===== config.mk =====
export PLATFORM = sky130hd
export DESIGN_NAME = redux_csa
export DESIGN_NICKNAME = d
export VERILOG_FILES = /design/src/rtl/redux_csa_pkg.sv /design/src/rtl/redux_csa_csa.sv /design/src/rtl/redux_csa.sv
export SDC_FILE = /design/constraint.sdc
export NUM_CORES = 1
export LEC_CHECK = 0
export ABC_AREA = 1
export BUFFER_PORTS_ARGS = -buffer_cell sky130_fd_sc_hd__buf_2
export CAP_MARGIN = 20
export CORE_ASPECT_RATIO = 2
export CORE_MARGIN = 4
export CORE_UTILIZATION = 25
export DETAILED_ROUTE_END_ITERATION = 8
export GPL_TIMING_DRIVEN = 0
export SLEW_MARGIN = 20
export SYNTH_ARGS = -nofsm -noshare
export SYNTH_HDL_FRONTEND = slang
export SYNTH_HIERARCHICAL = 1
export SYNTH_SLANG_ARGS = --single-unit

===== constraint.sdc =====
create_clock -name vclk -period 7.6
set_clock_uncertainty 0.1 [all_clocks]
set_input_delay 2.28 -clock vclk [all_inputs]
set_output_delay 2.28 -clock vclk [all_outputs]
set_load 0.1 [all_outputs]

===== src/rtl/redux_csa_pkg.sv =====
// redux_csa_pkg: shared constants and elaboration-time helpers for the
// carry-save reduction tree (word counts per level, level count).
package redux_csa_pkg;

   // Words remaining after one 3:2 level: each full triple yields two
   // words, leftovers (1 or 2) pass through.
   function automatic int unsigned next_cnt(input int unsigned n);
      return (n / 3) * 2 + (n % 3);
   endfunction

   // Number of 3:2 levels needed to bring m words down to two (or one).
   function automatic int unsigned num_levels(input int unsigned m);
      int unsigned n;
      int unsigned lv;
      n  = m;
      lv = 0;
      while (n > 2) begin
         n  = next_cnt(n);
         lv = lv + 1;
      end
      return lv;
   endfunction

   // Word count present at the input of level l (l = 0 is the operand list).
   function automatic int unsigned lvl_cnt(input int unsigned m, input int unsigned l);
      int unsigned n;
      n = m;
      for (int unsigned i = 0; i < l; i++) begin
         n = next_cnt(n);
      end
      return n;
   endfunction

endpackage


===== src/rtl/redux_csa_csa.sv =====
// csa_3to2: word-wide 3:2 compressor (full adder per bit, no carry chain).
//   a, b, c : input  W-bit words
//   s       : output W-bit bitwise sum
//   k       : output W-bit carry word, majority shifted left by one, LSB 0,
//             bit shifted past W-1 discarded (a + b + c == s + k mod 2^W)
module csa_3to2 #(
   parameter int unsigned W = 17
) (
   input  logic [W-1:0] a,
   input  logic [W-1:0] b,
   input  logic [W-1:0] c,
   output logic [W-1:0] s,
   output logic [W-1:0] k
);

   logic [W-1:0] maj;

   assign s   = a ^ b ^ c;
   assign maj = (a & b) | (a & c) | (b & c);
   assign k   = maj << 1;

endmodule


===== src/rtl/redux_csa.sv =====
// redux_csa: M:2 carry-save reductor. Compresses M W-bit operands into two
// W-bit words whose modulo-2^W sum equals the sum of all operands.
//   clock : rising-edge clock, used only when OREG = 1
//   reset : synchronous active-high clear of the output register (OREG = 1)
//   x     : M*W packed operands, operand i = x[i*W +: W]
//   q     : 2*W packed result pair, q0 = q[W-1:0], q1 = q[2*W-1:W]
module redux_csa
   import redux_csa_pkg::*;
#(
   parameter int unsigned W    = 17,
   parameter int unsigned M    = 13,
   parameter int unsigned OREG = 0
) (
   input  logic           clock,
   input  logic           reset,
   input  logic [M*W-1:0] x,
   output logic [2*W-1:0] q
);

   localparam int unsigned L = num_levels(M);
   localparam int unsigned F = lvl_cnt(M, L);

   if (W < 1 || M < 1 || OREG > 1) begin : g_param_check
      $error("redux_csa: illegal parameters W=%0d M=%0d OREG=%0d", W, M, OREG);
   end

   // Each level owns its own input/output vectors sized to its word count;
   // level l reads the previous level's output by hierarchical reference.
   for (genvar l = 0; l < L; l++) begin : g_lvl
      localparam int unsigned N  = lvl_cnt(M, l);
      localparam int unsigned NN = next_cnt(N);
      localparam int unsigned T  = N / 3;
      localparam int unsigned R  = N % 3;

      logic [N*W-1:0]  w_in;
      logic [NN*W-1:0] w_out;

      if (l == 0) begin : g_src
         assign w_in = x;
      end else begin : g_src
         assign w_in = g_lvl[l-1].w_out;
      end

      for (genvar t = 0; t < T; t++) begin : g_csa
         csa_3to2 #(.W(W)) u_csa (
            .a (w_in[(3*t)*W   +: W]),
            .b (w_in[(3*t+1)*W +: W]),
            .c (w_in[(3*t+2)*W +: W]),
            .s (w_out[(2*t)*W   +: W]),
            .k (w_out[(2*t+1)*W +: W])
         );
      end

      for (genvar r = 0; r < R; r++) begin : g_pass
         assign w_out[(2*T+r)*W +: W] = w_in[(3*T+r)*W +: W];
      end
   end

   logic [F*W-1:0] fin;
   logic [2*W-1:0] sum;

   if (L == 0) begin : g_fin
      assign fin = x;
   end else begin : g_fin
      assign fin = g_lvl[L-1].w_out;
   end

   if (F == 1) begin : g_pair
      assign sum = {{W{1'b0}}, fin[W-1:0]};
   end else begin : g_pair
      assign sum = fin[2*W-1:0];
   end

   if (OREG != 0) begin : g_oreg
      logic [2*W-1:0] q_d;
      logic [2*W-1:0] q_q;

      always_comb begin
         q_d = sum;
      end

      always_ff @(posedge clock) begin
         if (reset) q_q <= '0;
         else       q_q <= q_d;
      end

      assign q = q_q;
   end else begin : g_comb
      logic unused_clk_rst;
      assign unused_clk_rst = ^{clock, reset};
      assign q = sum;
   end

endmodule


==> impl_results.md <==
- Area Overhead vs Synth: 49.49%
- Final hold viol count: 0
- Synth Area in XOR/XNOR: 0
- Cells after synthesis: between 200 and 300
- Vias: 3,071
- Clock Buffer Count: 0
- Detailed Place HPWL: between 10 and 15 mm
- Die Y-Extent: 187.6 µm
- Num sequential: 0
- Initial Util: 0.2556
- Synth Area in Simple Gates: 0.06485
- FF/Latch Area: 0 µm²
- Final-report setup violation count: 4
- Crit-path cells: buf_6 > fa_2 > fa_1 > fa_1 > fa_1 > fa_2 > buf_12
- GR Overflow Total: 0
- Max_slew headroom: 0.3464
- Vias per cell: between 4 and 5
- Worst path most repeated cell: fa_1
- Failing checks: setup timing
- Post-Syn Nets: 696
- Critical Path Max Stage Delay: 0.61 ns
- First-pass GRT wire length: 21.48 mm
- Placed insts: 751
- Drt first pass iters: 4
- Final nets: about 950
- Routability cong.: 0.9929
- Max Slew Vio Count: 0
- Ports: 257
- Post-layout minimum cycle time: 7.650 ns
- Outcome: finished with violations
- Slack of the critical path: -0.04992 ns
- Fraction of the mapped netlist area in adder cells: 0.8737
- CP Max Fanout: 1
- Post-Layout Cell Count: 751
- Synth cell types: 6
- Total GRT Usage: 0.1525
- CP Data Arrival Time: approximately 5.3 ns
- Worst slack, placed: -0.3564 ns
- Largest family of logic cells by synthesized area: adder cells
- Most common cell after layout, fill and taps aside: buf_2
- Post-Route WL: 13.32 mm
- DRC: 0
- Area of the multi-input gates: 3914 µm²
- Achievable frequency: 130.7 MHz
- Slowest stage cell, crit path: fa_2
- Die width: 97.81 µm
- Cell Area, Synth: approximately 4000 µm²
- Hold Path Depth: 5
- Setup CP Type: input port to output pin
- CP Capture Type: output pin
- Buf+Inv Stages, Crit Path: 2
- Die area: between 15,000 and 20,000 µm²
- Final ANT Viol Nets: 0
- Layout cells sized above 1: 0.5436
- Drt wl/cell: 17.73 µm
- Core area: approximately 16,000 µm²
- Synth Warn #: 6
- CP delay by family, top: adder cells
- Cts hold-fix bufs: 0
- # diodes: 0
- Buffers on Ports: roughly 250
- Highest-count cells in the layout ignoring fill and taps: 210 x buf_2, 141 x fa_1, 55 x nand2_1
- Share of the yosys chip area belonging to registers: 0
- Filler Cell Count: 1,516
- Initial DRC count: 33
- Hold Crit Class: input port to output pin
- Max-cap violation count: 0
- Worst-margin pin slew: 0.9775 ns
- Final worst-path cycle share: 1.007
- Largest net degree at the start of global routing: 3
- Hold wc startpoint: x[212]
- Post-CTS repair timing setup buffer count: 0
- Initial antenna violation count: 0
- RSZ-0062 raised after global routing: true
- Vias in the first global route: roughly 4,000
- Synth Area in Compound Gates: 0
- FP Rows: between 60 and 70
- CP required: 5.22 ns
- Post-synthesis mux area share: 0
- Syn avg cell area: 13.58 µm²
- Startpoint Class: input port
- Worst min-delay path endpoint: q[9]
[synthesized netlist by cell type]
cell type	n	area, µm²
nand3_1	11	55.05
nand2_1	55	206.5
fa_1	176	3523
conb_1	11	41.29
inv_1	33	123.9
buf_4	11	82.58
[cells by family after synthesis]
kind of cell	count (synthesis)
buffers and inverters	44
and+or+nand+nor	66
adders and majority gates	176
other	11
[worst max-delay path by stage]
| stage | start | end | slack [ns] | depth (start not counted) |
|---|---|---|---|---|
| 5_1_grt | x[201] | q[14] | -0.09 | 7 |
| 2_1_floorplan | x[0] | q[0] | 0.02 | 5 |
| 3_5_place_dp | x[168] | q[15] | -0.36 | 7 |
| 4_1_cts | x[15] | q[15] | -0.09 | 7 |
| 3_3_place_gp | x[168] | q[15] | -0.35 | 7 |
| 6_report | x[201] | q[14] | -0.05 | 7 |
[cell type report]
type / count / share of cell area
timing repair buffer: 253 / 0.2748
multi-input combinational: 253 / 0.6492
tap: 201 / 0.04172
inverter: 33 / 0.02055
buffer: 11 / 0.01370
[per-layer routing]
metal / routed length, µm / GRT usage
met1: 3775 / 0.1492
met2: 7818 / 0.3141
met3: 1418 / 0.04095
met4: 303 / 0.02293
met5: 0 / 0
[through the flow]
stage	setup TNS [ns]	hold WS [ns]	utilization	area, µm²
floorplan	0	5.364	-	4070
global placement	-4.583	5.392	0.3542	5588
detailed placement	-4.614	5.376	0.3542	5588
CTS	-0.2426	5.373	0.3780	5963
global route	-0.5914	5.393	0.3821	6028
finish	-0.09995	5.354	0.3821	6028
[repair_timing]
item / CTS / global route
gates resized for setup: 96 / 17
endpoints found under the setup margin: 24 / 22
pin swaps: 75 / 37
Power is left out: the tool's default activity adds up to more than one toggle a clock period on the data nets, which glitch-free logic cannot reach.
